## config.mk

```make
export PLATFORM = sky130hd
export DESIGN_NAME = invader_step_timer
export DESIGN_NICKNAME = d
export VERILOG_FILES = /design/src/rtl/invader_timer_pkg.sv /design/src/rtl/invader_period_reg.sv /design/src/rtl/invader_step_timer.sv
export SDC_FILE = /design/constraint.sdc
export NUM_CORES = 1
export LEC_CHECK = 0
export BUFFER_PORTS_ARGS = -buffer_cell sky130_fd_sc_hd__buf_2
export CAP_MARGIN = 20
export CORE_ASPECT_RATIO = 1.75
export CORE_MARGIN = 2
export CORE_UTILIZATION = 51
export DETAILED_ROUTE_END_ITERATION = 7
export PLACE_DENSITY_LB_ADDON = 0.3
export REMOVE_ABC_BUFFERS = 1
export SETUP_SLACK_MARGIN = 0.4
export SLEW_MARGIN = 20
export SYNTH_ARGS = -nofsm -noshare
export SYNTH_HDL_FRONTEND = slang
export SYNTH_HIERARCHICAL = 1
export SYNTH_SLANG_ARGS = --single-unit
export TNS_END_PERCENT = 10
```

## constraint.sdc

```tcl
create_clock -name clk_36MHz -period 2.8 [get_ports clk_36MHz]
set_input_delay 0.56 -clock clk_36MHz [delete_from_list [all_inputs] [get_ports clk_36MHz]]
set_output_delay 0.56 -clock clk_36MHz [all_outputs]
set_load 0.02 [all_outputs]
```

## src/rtl/invader_timer_pkg.sv

```systemverilog
// Shared constants and state encoding for the invader step timer.
// Optional speed-up is enabled with the INVADER_SPEEDUP_EN macro.
package invader_timer_pkg;

  localparam int DEF_CNT_W        = 20;
  localparam int DEF_PERIOD       = 500000;
  localparam int DEF_MIN_PERIOD   = 20000;
  localparam int DEF_SPEEDUP_STEP = 5000;

  typedef enum logic [1:0] {
    ST_IDLE  = 2'd0,
    ST_RUN   = 2'd1,
    ST_PAUSE = 2'd2
  } state_e;

endpackage

```

## src/rtl/invader_period_reg.sv

```systemverilog
// Period latch with saturating per-kill speed-up.
// The speed-up path exists only when INVADER_SPEEDUP_EN is defined.
module invader_period_reg
  import invader_timer_pkg::*;
#(
  parameter int CNT_W          = DEF_CNT_W,
  parameter int DEFAULT_PERIOD = DEF_PERIOD,
  parameter int MIN_PERIOD     = DEF_MIN_PERIOD,
  parameter int SPEEDUP_STEP   = DEF_SPEEDUP_STEP
) (
  input  logic             clk_i,
  input  logic             rst_i,
  input  logic             load_i,
  input  logic [CNT_W-1:0] period_i,
  input  logic             kill_i,
  output logic [CNT_W-1:0] period_o
);

  localparam logic [CNT_W-1:0] DEF_P  = CNT_W'(DEFAULT_PERIOD);
  localparam logic [CNT_W-1:0] MIN_P  = CNT_W'(MIN_PERIOD);
  localparam logic [CNT_W-1:0] STEP_P = CNT_W'(SPEEDUP_STEP);

  logic [CNT_W-1:0] period_q, period_d;

`ifdef INVADER_SPEEDUP_EN
  logic [CNT_W-1:0] dec;

  always_comb begin
    // saturate at zero first so the floor compare never sees a wrapped value
    dec      = (period_q > STEP_P) ? (period_q - STEP_P) : '0;
    period_d = period_q;
    if (load_i)      period_d = period_i;
    else if (kill_i) period_d = (dec < MIN_P) ? MIN_P : dec;
  end
`else
  logic unused_kill;
  assign unused_kill = kill_i | (|MIN_P) | (|STEP_P);

  always_comb begin
    period_d = period_q;
    if (load_i) period_d = period_i;
  end
`endif

  always_ff @(posedge clk_i or posedge rst_i) begin
    if (rst_i) period_q <= DEF_P;
    else       period_q <= period_d;
  end

  assign period_o = period_q;

endmodule

```

## src/rtl/invader_step_timer.sv

```systemverilog
// Microsecond-tick down-counter emitting a one-cycle step strobe on expiry.
// Kill-driven speed-up is compiled in with INVADER_SPEEDUP_EN.
//
// state    | meaning
// ST_IDLE  | not counting, remaining held at 0
// ST_RUN   | counting ticks down toward expiry
// ST_PAUSE | count frozen until pause drops
module invader_step_timer
  import invader_timer_pkg::*;
#(
  parameter int CNT_W          = DEF_CNT_W,
  parameter int DEFAULT_PERIOD = DEF_PERIOD,
  parameter int MIN_PERIOD     = DEF_MIN_PERIOD,
  parameter int SPEEDUP_STEP   = DEF_SPEEDUP_STEP
) (
  input  logic             clk_36MHz,
  input  logic             reset,
  input  logic             tick_1us,
  input  logic             start,
  input  logic             stop,
  input  logic             pause,
  input  logic             periodic,
  input  logic [CNT_W-1:0] period_us,
  input  logic             kill,
  output logic             busy,
  output logic             step,
  output logic [CNT_W-1:0] remaining,
  output logic [7:0]       step_count
);

  state_e           state_q, state_d;
  logic             busy_q;
  logic [CNT_W-1:0] rem_q, rem_d, period_reg, start_val;
  logic             mode_q, mode_d, step_q, step_d;
  logic [7:0]       cnt_q, cnt_d;
  logic             do_start, run_tick, expire;

  assign do_start  = start & ~stop;
  assign start_val = (period_us == '0) ? CNT_W'(1) : period_us;
  assign run_tick  = (state_q == ST_RUN) & ~pause & tick_1us & ~stop & ~start;
  // an expiring tick right after a step is held off so step never doubles up
  assign expire    = run_tick & (rem_q == CNT_W'(1)) & ~step_q;

  invader_period_reg #(
    .CNT_W          (CNT_W),
    .DEFAULT_PERIOD (DEFAULT_PERIOD),
    .MIN_PERIOD     (MIN_PERIOD),
    .SPEEDUP_STEP   (SPEEDUP_STEP)
  ) u_period (
    .clk_i    (clk_36MHz),
    .rst_i    (reset),
    .load_i   (do_start),
    .period_i (start_val),
    .kill_i   (kill & ~start),
    .period_o (period_reg)
  );

  always_ff @(posedge clk_36MHz or posedge reset) begin
    if (reset) begin
      state_q <= ST_IDLE;
      busy_q  <= 1'b0;
    end else begin
      state_q <= state_d;
      busy_q  <= (state_d != ST_IDLE);
    end
  end

  always_comb begin
    state_d = state_q;
    if (stop)       state_d = ST_IDLE;
    else if (start) state_d = ST_RUN;
    else begin
      case (state_q)
        ST_RUN: begin
          if (pause)                 state_d = ST_PAUSE;
          else if (expire && !mode_q) state_d = ST_IDLE;
        end
        ST_PAUSE: if (!pause) state_d = ST_RUN;
        default:  state_d = state_q;
      endcase
    end
  end

  always_comb begin
    rem_d  = rem_q;
    mode_d = mode_q;
    cnt_d  = cnt_q;
    step_d = 1'b0;
    if (stop) begin
      rem_d = '0;
    end else if (start) begin
      rem_d  = start_val;
      mode_d = periodic;
      cnt_d  = '0;
    end else if (expire) begin
      step_d = 1'b1;
      cnt_d  = cnt_q + 8'd1;
      rem_d  = mode_q ? period_reg : '0;
    end else if (run_tick && rem_q > CNT_W'(1)) begin
      rem_d = rem_q - CNT_W'(1);
    end
  end

  always_ff @(posedge clk_36MHz or posedge reset) begin
    if (reset) begin
      rem_q  <= '0;
      mode_q <= 1'b0;
      cnt_q  <= '0;
      step_q <= 1'b0;
    end else begin
      rem_q  <= rem_d;
      mode_q <= mode_d;
      cnt_q  <= cnt_d;
      step_q <= step_d;
    end
  end

  assign busy       = busy_q;
  assign step       = step_q;
  assign remaining  = rem_q;
  assign step_count = cnt_q;

endmodule

```

==> results of run 1 <==
state kept, by name (all words and copies together), names as in the netlist:
register and cells:
state_q 2, u_period/period_o 20, remaining 20, busy 1
step_count 8, mode_q 1, step 1
layer usage:
layer | wire length, um | GRT usage (%) | vias to the layer above | share of wire, %
met5 | 0 | 0 | - | 0
met4 | 387 | 15.3 | 0 | 4.2
met3 | 403 | 4.16 | 24 | 4.4
met2 | 4840 | 48.6 | 105 | 52
met1 | 3620 | 30.8 | 1479 | 39
li1 | - | - | 1406 | -
placed cells by master (no fill, tap or decap), types with 8 or more instances in the layout:
cell,n
dfrtp_1,46
inv_1,12
a31oi_1,10
nand2_1,30
nor2_1,25
nor4_1,12
buf_4,32
mux2_4,20
and3_1,9
nand4_1,8
a21oi_1,15
o21ai_0,23
buf_2,56
worst paths after layout:
check	end	from	cells past startpoint	slack [ns]
worst max-delay path	remaining[5]	remaining[8]	7	0.11
worst min-delay path	mode_q	reset	3	0.33
worst max register to register	remaining[5]	remaining[8]	7	0.11
worst min register to register	step_count[7]	step_count[7]	1	0.48
max in group asynchronous	u_period/period_o[9]	reset	2	1.81
min in group clk_36MHz	remaining[6]	period_us[6]	3	0.47
report_power, final:
part           switching (mW)  internal [mW]
Sequential             0.0724          0.844
Clock                   0.245          0.178
Combinational           0.230          0.206
what timing repair did:
action                     CTS  global route
setup buffers                4             0
gates resized for setup      8             2
setup endpoints to repair   29            31
pin swaps                    5             1
worst register-to-register path: stages (launching register included):
cell      delay [ns]
dfrtp_1         0.39
or4_4           0.54
or4_4           0.54
or4_4           0.57
buf_6           0.17
and3_4          0.17
o21ai_2         0.12
a221oi_2        0.08
metrics by stage:
stage	utilization (%)	worst slack [ns]	TNS (ns)	power, mW
after detailed placement	59.9	0.0541	0	1.35
after global placement	59.9	0.0681	0	1.34
after floorplan	-	-0.429	-9.05	1.17
after CTS	62.1	0.105	0	1.78
after global routing	62.2	0.0497	0	1.86
final	62.2	0.113	0	1.78
layout make-up:
type | count | area share, %
repair buffers | 91 | 14.5
inverters | 12 | 1.16
well taps | 80 | 2.58
multi-input cells | 250 | 45.2
clock buffers | 8 | 2.07
flip-flops and latches | 53 | 34.4
==> impl_metrics.toml, run 1 <==
[synth]
syn_avg_cell_area_um2 = 9.27
postSynthCellCount = 354
syn-cell-area_um2 = 3280
yosys_warnings = 6

[drt]
viasPerCell = 6.10
wl_per_cell_um = 18.7
vias = 3014
drc = 0
first_pass_iters = 4
ant_nets = 0
drtIter0Drc = 224
routed_wl_um = 9250

[timing]
hold_viol_final = 0
fin_hold_ws_ns = 0.332
rsz0062_at_grt = "true"
timing.slew.headroom_pct = 39.7
finalSetupViolCount = 0
worstMarginPinSlew_ns = 0.904
drv_slew = 0
period_minus_slack_ns = 2.69
timing.fmax_mhz = 372
final.setup_skew_ns = 0.00658
period_share_pct = 95.9

[setup_path]
critPathCaptureType = "register"
worst_path_max_delay_cell = "or4_4"
crit_chain = "or4_4 > or4_4 > or4_4 > buf_6 > and3_4 > o21ai_2 > a221oi_2"
required_ns = 3.00
critPathArrivalTime_ns = 2.88
crit_top_cell = "or4_4"
critPathTopFamily = "simple AND/OR/NAND/NOR gates"
critPathKind = "register to register"
worstSetupStartpointType = "register"
cpPeakStageDelay_ns = 0.57
crit_buf_inv = 1
crit_path_max_fanout = 6

[clocking]
cts_buffers = 5
cts_tree = "built"
cts_max_level = 2
clockBufferDepth = 2
clk_pin_slew_worst_paths_ns = 0.09
clock-root-buffer = "clkbuf_8"
clock_sinks = 53
cts_hold_buf = 0
clkLatencyLatePin_ns = 0.32

[floorplanning]
initial_utilization_pct = 52.7
coreArea_um2 = 6230
rows = 38
fp.dieArea_um2 = 7120
die_w_um = 64.6
die_h_um = 110
ios = 58

[placement]
dp_hpwl_um = 6630
dp.cells = 482
routabilityCongestion = 0.905
place_area_um2 = 3730
numPortBuffers = 56

[pwr]
power.density_nw_per_um2 = 458
irDropWorstVdd_v = 0.000364
leakage_nw = 1.80

[cells_and_area]
seqCellArea_um2 = 1340
area_growth_pct = 18.2
final_cells = 494
fin_area_um2 = 3880
diodes = 0
multi_input_area_um2 = 1750
drive_above_1_share_pct = 34.8
final_net_count = 446
fill_cells = 540

[hold_path]
hp-class = "input port to asynchronous set/reset pin"

[global_route]
grt_pass1_wl_um = 14600
grt_pass1_vias = 2907
grtUsageTotal_pct = 27.3
grt-ovfl-total = 0
grt_max_degree = 34
antenna_found_initial = 0

[job]
maxCapViolCount = 0

[run_status]
status = "complete, no violations"
Note: power is estimated with default switching activity, not from simulation.
==> run 2, diff against run 1 <==
CORE_UTILIZATION = 53   (was 51)
CTS_BUF_LIST = sky130_fd_sc_hd__clkbuf_2   (was not set)
SLEW_MARGIN = not set   (was 20)
==> run 2 against run 1 <==
Net effect:
- routed wire length grew 1.2%
- maximum frequency rose by 0.67%
- power is 6.3% lower
- via count up 2.9%
- combinational power about the same
- count of clock-buffer cells in the layout is 2 lower
- critical path depth is 1 lower
- non-clock buffer count grew 2
- largest cell class unchanged
- highest routed layer unchanged
==> impl_metrics.toml, run 2 (synthesized netlist as in run 1, its figures left out) <==
[placement]
dp_hpwl_um = 6580
routabilityCongestion = 0.923
numPortBuffers = 56

[drt]
ant_nets = 0
routed_wl_um = 9360
wl_per_cell_um = 18.8
drtIter0Drc = 196
first_pass_iters = 5
vias = 3102
drc = 0
viasPerCell = 6.24

[cells_and_area]
diodes = 0
final_net_count = 449
layout_common_cells = "buf_2 (56), dfrtp_1 (46), buf_4 (34), nand2_1 (30), nor2_1 (25)"
final_common_cell = "buf_2"
area_growth_pct = 17.9
drive_above_1_share_pct = 36.0
postLayoutCoreUtil_pct = 63.5

[timing]
drv_slew = 0
worstMarginPinSlew_ns = 0.902
period_share_pct = 95.3
hold_viol_final = 0
finalSetupViolCount = 0
final.setup_skew_ns = 0.0280
rsz0062_at_grt = "true"
period_minus_slack_ns = 2.67
timing.slew.headroom_pct = 39.8
timing.fmax_mhz = 375

[setup_path]
required_ns = 3.18
critPathCaptureType = "register"
r2r-start = "remaining[6]"
worstSetupStartpointType = "register"
critPathArrivalTime_ns = 3.05
critPathKind = "register to register"
setup.worst_path.start = "remaining[6]"
crit_path_max_fanout = 5

[global_route]
grt_pass1_vias = 2993
grtUsageTotal_pct = 28.3
grt_max_degree = 24
grt_pass1_wl_um = 15000
grt-ovfl-total = 0
antenna_found_initial = 0

[pwr]
power.density_nw_per_um2 = 430
leakage_nw = 1.80
irDropWorstVdd_v = 0.000305
power_mw = 1.66

[clocking]
clk_pin_slew_worst_paths_ns = 0.26
cts_buffers = 5
cts_tree = "built"
clock-root-buffer = "clkbuf_2"
cts_max_level = 2
cts_hold_buf = 0
clockBufferDepth = 2
clock_sinks = 53
clkLatencyLatePin_ns = 0.48

[floorplanning]
fp.dieArea_um2 = 6860
rows = 38
initial_utilization_pct = 53.9
die_w_um = 63.5
die_h_um = 108
coreArea_um2 = 6090
ios = 58

[job]
maxCapViolCount = 0

[hold_path]
hp-class = "input port to asynchronous set/reset pin"

[run_status]
status = "complete, no violations"
-- run 2: final timing paths --
check	slack [ns]	depth (start not counted)	endpoint
worst max-delay path	0.13	6	busy
worst min-delay path	0.11	2	mode_q
worst max register to register	0.13	6	busy
worst min register to register	0.50	1	step_count[7]
max in group asynchronous	2.00	2	u_period/period_o[9]
min in group clk_36MHz	0.30	2	mode_q
-- run 2: power breakdown --
part | switching, mW | total [mW] | internal, mW | leakage [nW]
logic | 0.232 | 0.439 | 0.207 | 1.10
clock network | 0.246 | 0.309 | 0.0625 | 0.0327
registers | 0.0714 | 0.916 | 0.845 | 0.662
-- run 2: timing repair --
item / in CTS / in global routing
pin swaps: 6 / 7
resized for setup: 2 / 6
gates cloned: 1 / 0
setup endpoints to repair: 29 / 30
buffers inserted: 6 / 1
-- run 2: critical path, cell delays in order, from the launching register on --
cell      delay [ns]
dfrtp_1         0.44
or4_4           0.55
or4_4           0.55
or4_4           0.56
o21ai_2         0.15
a311oi_1        0.12
or2_1           0.23
-- run 2: area by class of cell --
class	instances	area (um^2)
tap	80	100
inverter	12	48.8
timing repair buffer	93	587
clock inverter	2	10.0
fill	551	2220
multi-input combinational	251	1760
clock buffer	6	30.0
sequential	53	1340
-- run 2: per-stage QoR --
step	hold WS [ns]	cells	setup TNS (ns)	instance area (um^2)	setup WS (ns)
2_1_floorplan	0.474	315	-9.05	3100	-0.429
3_3_place_gp	0.455	481	0	3730	0.0697
3_5_place_dp	0.480	481	0	3730	0.0443
4_1_cts	0.105	496	0	3830	0.0779
5_1_grt	0.114	497	0	3870	0.0532
6_report	0.108	497	0	3870	0.131
-- run 2: metal layers --
metal / up-vias / routed length [um] / GRT usage (%)
met3: 21 / 564 / 5.52
li1: 1425 / - / -
met2: 146 / 4940 / 48.0
met5: - / 0 / 0
met4: 0 / 259 / 13.4
met1: 1510 / 3600 / 34.2
==> run 3, diff against run 2 <==
RECOVER_POWER = 50   (was not set)
==> run 3 against run 2 <==
Net effect:
- clock skew increased by 0.0028 ns
- cell count is the same
- core utilization down 1.3 points
- routed wire length is 0.79% lower
- design area down 2.0%
- hold slack hardly changed
- global-route usage is the same
- first-iteration DRC count grew 4.1%
- register-to-register slack got worse by 0.02 ns
==> impl_metrics.toml, run 3 (synthesized netlist as in run 1, its figures left out) <==
[setup_path]
worst_path_max_delay_cell = "or4_4"
r2r-start = "remaining[6]"
cpPeakStageDelay_ns = 0.56
worstReg2RegEnd = "busy"
rrSetupSlack_ns = 0.11
crit_top_cell = "or4_4"
crit_path_max_fanout = 5
critPathKind = "register to register"
critPathArrivalTime_ns = 3.06
worstRegToRegCells = 6
required_ns = 3.18
worstSetupStartpointType = "register"
crit_chain = "or4_4 > or4_4 > or4_4 > o21ai_2 > a311oi_1 > or2_1"
critPathCaptureType = "register"

[global_route]
met3_usage_pct = 5.52
grt_use_met1_pct = 34.2
gr-usage-met2_pct = 48.0
antenna_found_initial = 0
grt_max_degree = 24
grt-ovfl-total = 0
grt_pass1_wl_um = 15000
grtUsageTotal_pct = 28.3
grt_pass1_vias = 2993
busiest_layer = "met2"

[pwr]
p_seq_share_pct = 56.0
irDropWorstVdd_v = 0.000302
p_clk_share_pct = 18.9
leakage_nw = 1.74
p_sw_uw = 544
p_comb_share_pct = 25.1
switching_share_pct = 33.3
power.density_nw_per_um2 = 431
internal_power_mw = 1.09

[timing]
rsz0062_at_grt = "true"
setup_tns_ns = 0
worstMarginPinSlew_ns = 1.00
fin_hold_ws_ns = 0.108
final.setup_skew_ns = 0.0308
drv_slew = 0
finalSetupViolCount = 0
period_share_pct = 96.0
timing.fmax_mhz = 372
hold_viol_final = 0
timing.slew.headroom_pct = 33.0
period_minus_slack_ns = 2.69

[clocking]
clock_sinks = 53
clk_pin_slew_worst_paths_ns = 0.26
clkLatencyLatePin_ns = 0.48
cts_buffers = 5
clock-root-buffer = "clkbuf_2"
cts_tree = "built"
cts_max_level = 2
cts_hold_buf = 0
clockBufferDepth = 2

[cells_and_area]
final_common_cell = "buf_2"
fin_area_um2 = 3790
drive_above_1_share_pct = 32.4
layout_common_cells = "buf_2 (56), dfrtp_1 (46), buf_4 (31), nand2_1 (30), nor2_1 (26)"
area_growth_pct = 15.5
final_net_count = 449
diodes = 0

[drt]
ant_nets = 0
first_pass_iters = 5
viasPerCell = 6.21
routed_wl_um = 9280
wl_per_cell_um = 18.7
drtIter0Drc = 204
drc = 0
vias = 3087

[floorplanning]
die_w_um = 63.5
ios = 58
die_h_um = 108
rows = 38
fp.dieArea_um2 = 6860
initial_utilization_pct = 53.9
coreArea_um2 = 6090

[hold_path]
hp-class = "input port to asynchronous set/reset pin"

[run_status]
status = "complete, no violations"

[placement]
numPortBuffers = 56
place_area_um2 = 3730
dp_hpwl_um = 6580
routabilityCongestion = 0.923

[job]
maxCapViolCount = 0
[run 3: per-layer routing]
| layer | share of wire, % | routed length [um] | vias to the layer above |
|---|---|---|---|
| met5 | 0 | 0 | - |
| li1 | - | - | 1419 |
| met4 | 2.9 | 266 | 0 |
| met3 | 6.3 | 584 | 21 |
| met1 | 38 | 3540 | 1514 |
| met2 | 53 | 4890 | 133 |
[run 3: power by group through the flow]
| stage | Combinational, mW | Sequential, mW | Clock, mW |
|---|---|---|---|
| after floorplan | 0.232 | 0.940 | 0 |
| after global routing | 0.446 | 0.923 | 0.342 |
| after detailed placement | 0.420 | 0.924 | 0 |
| after global placement | 0.412 | 0.923 | 0 |
| after CTS | 0.430 | 0.912 | 0.318 |
| final | 0.410 | 0.914 | 0.309 |
[run 3: what timing repair did]
item | CTS | global route
cloned | 1 | 0
endpoints found under the setup margin | 29 | 30
pin swaps | 6 | 7
gates resized for setup | 2 | 6
setup buffers | 6 | 1
[run 3: worst max-delay path, delay by kind of cell, from the launching register on]
kind,cells,cell delay (ns)
compound gates,2,0.27
flops,1,0.44
simple gates,4,1.89
[run 3: through the flow]
| step | util [%] | setup slack (ns) | total power [mW] | instances |
|---|---|---|---|---|
| after floorplan | - | -0.429 | 1.17 | 315 |
| after global placement | 61.4 | 0.0697 | 1.33 | 481 |
| after detailed placement | 61.4 | 0.0443 | 1.34 | 481 |
| after CTS | 63.0 | 0.0779 | 1.66 | 496 |
| after global routing | 62.3 | 0.0532 | 1.71 | 497 |
| final | 62.3 | 0.113 | 1.63 | 497 |
[run 3: area by class of cell]
cell class                      count  area, um^2
Sequential cell                    53        1340
Clock buffer                        6        30.0
Tap cell                           80         100
Inverter                           12        48.8
Fill cell                         571        2300
Multi-Input combinational cell    251        1700
Timing Repair Buffer               93         561
Clock inverter                      2        10.0
[run 3: worst max path at each step]
| stage | start | endpoint | slack, ns | cells after the start |
|---|---|---|---|---|
| after global placement | remaining[6] | busy | 0.07 | 6 |
| after floorplan | remaining[6] | remaining[9] | -0.43 | 6 |
| after global routing | remaining[6] | remaining[0] | 0.05 | 7 |
| after CTS | remaining[8] | busy | 0.08 | 6 |
| final | remaining[6] | busy | 0.11 | 6 |
| after detailed placement | remaining[6] | busy | 0.04 | 6 |
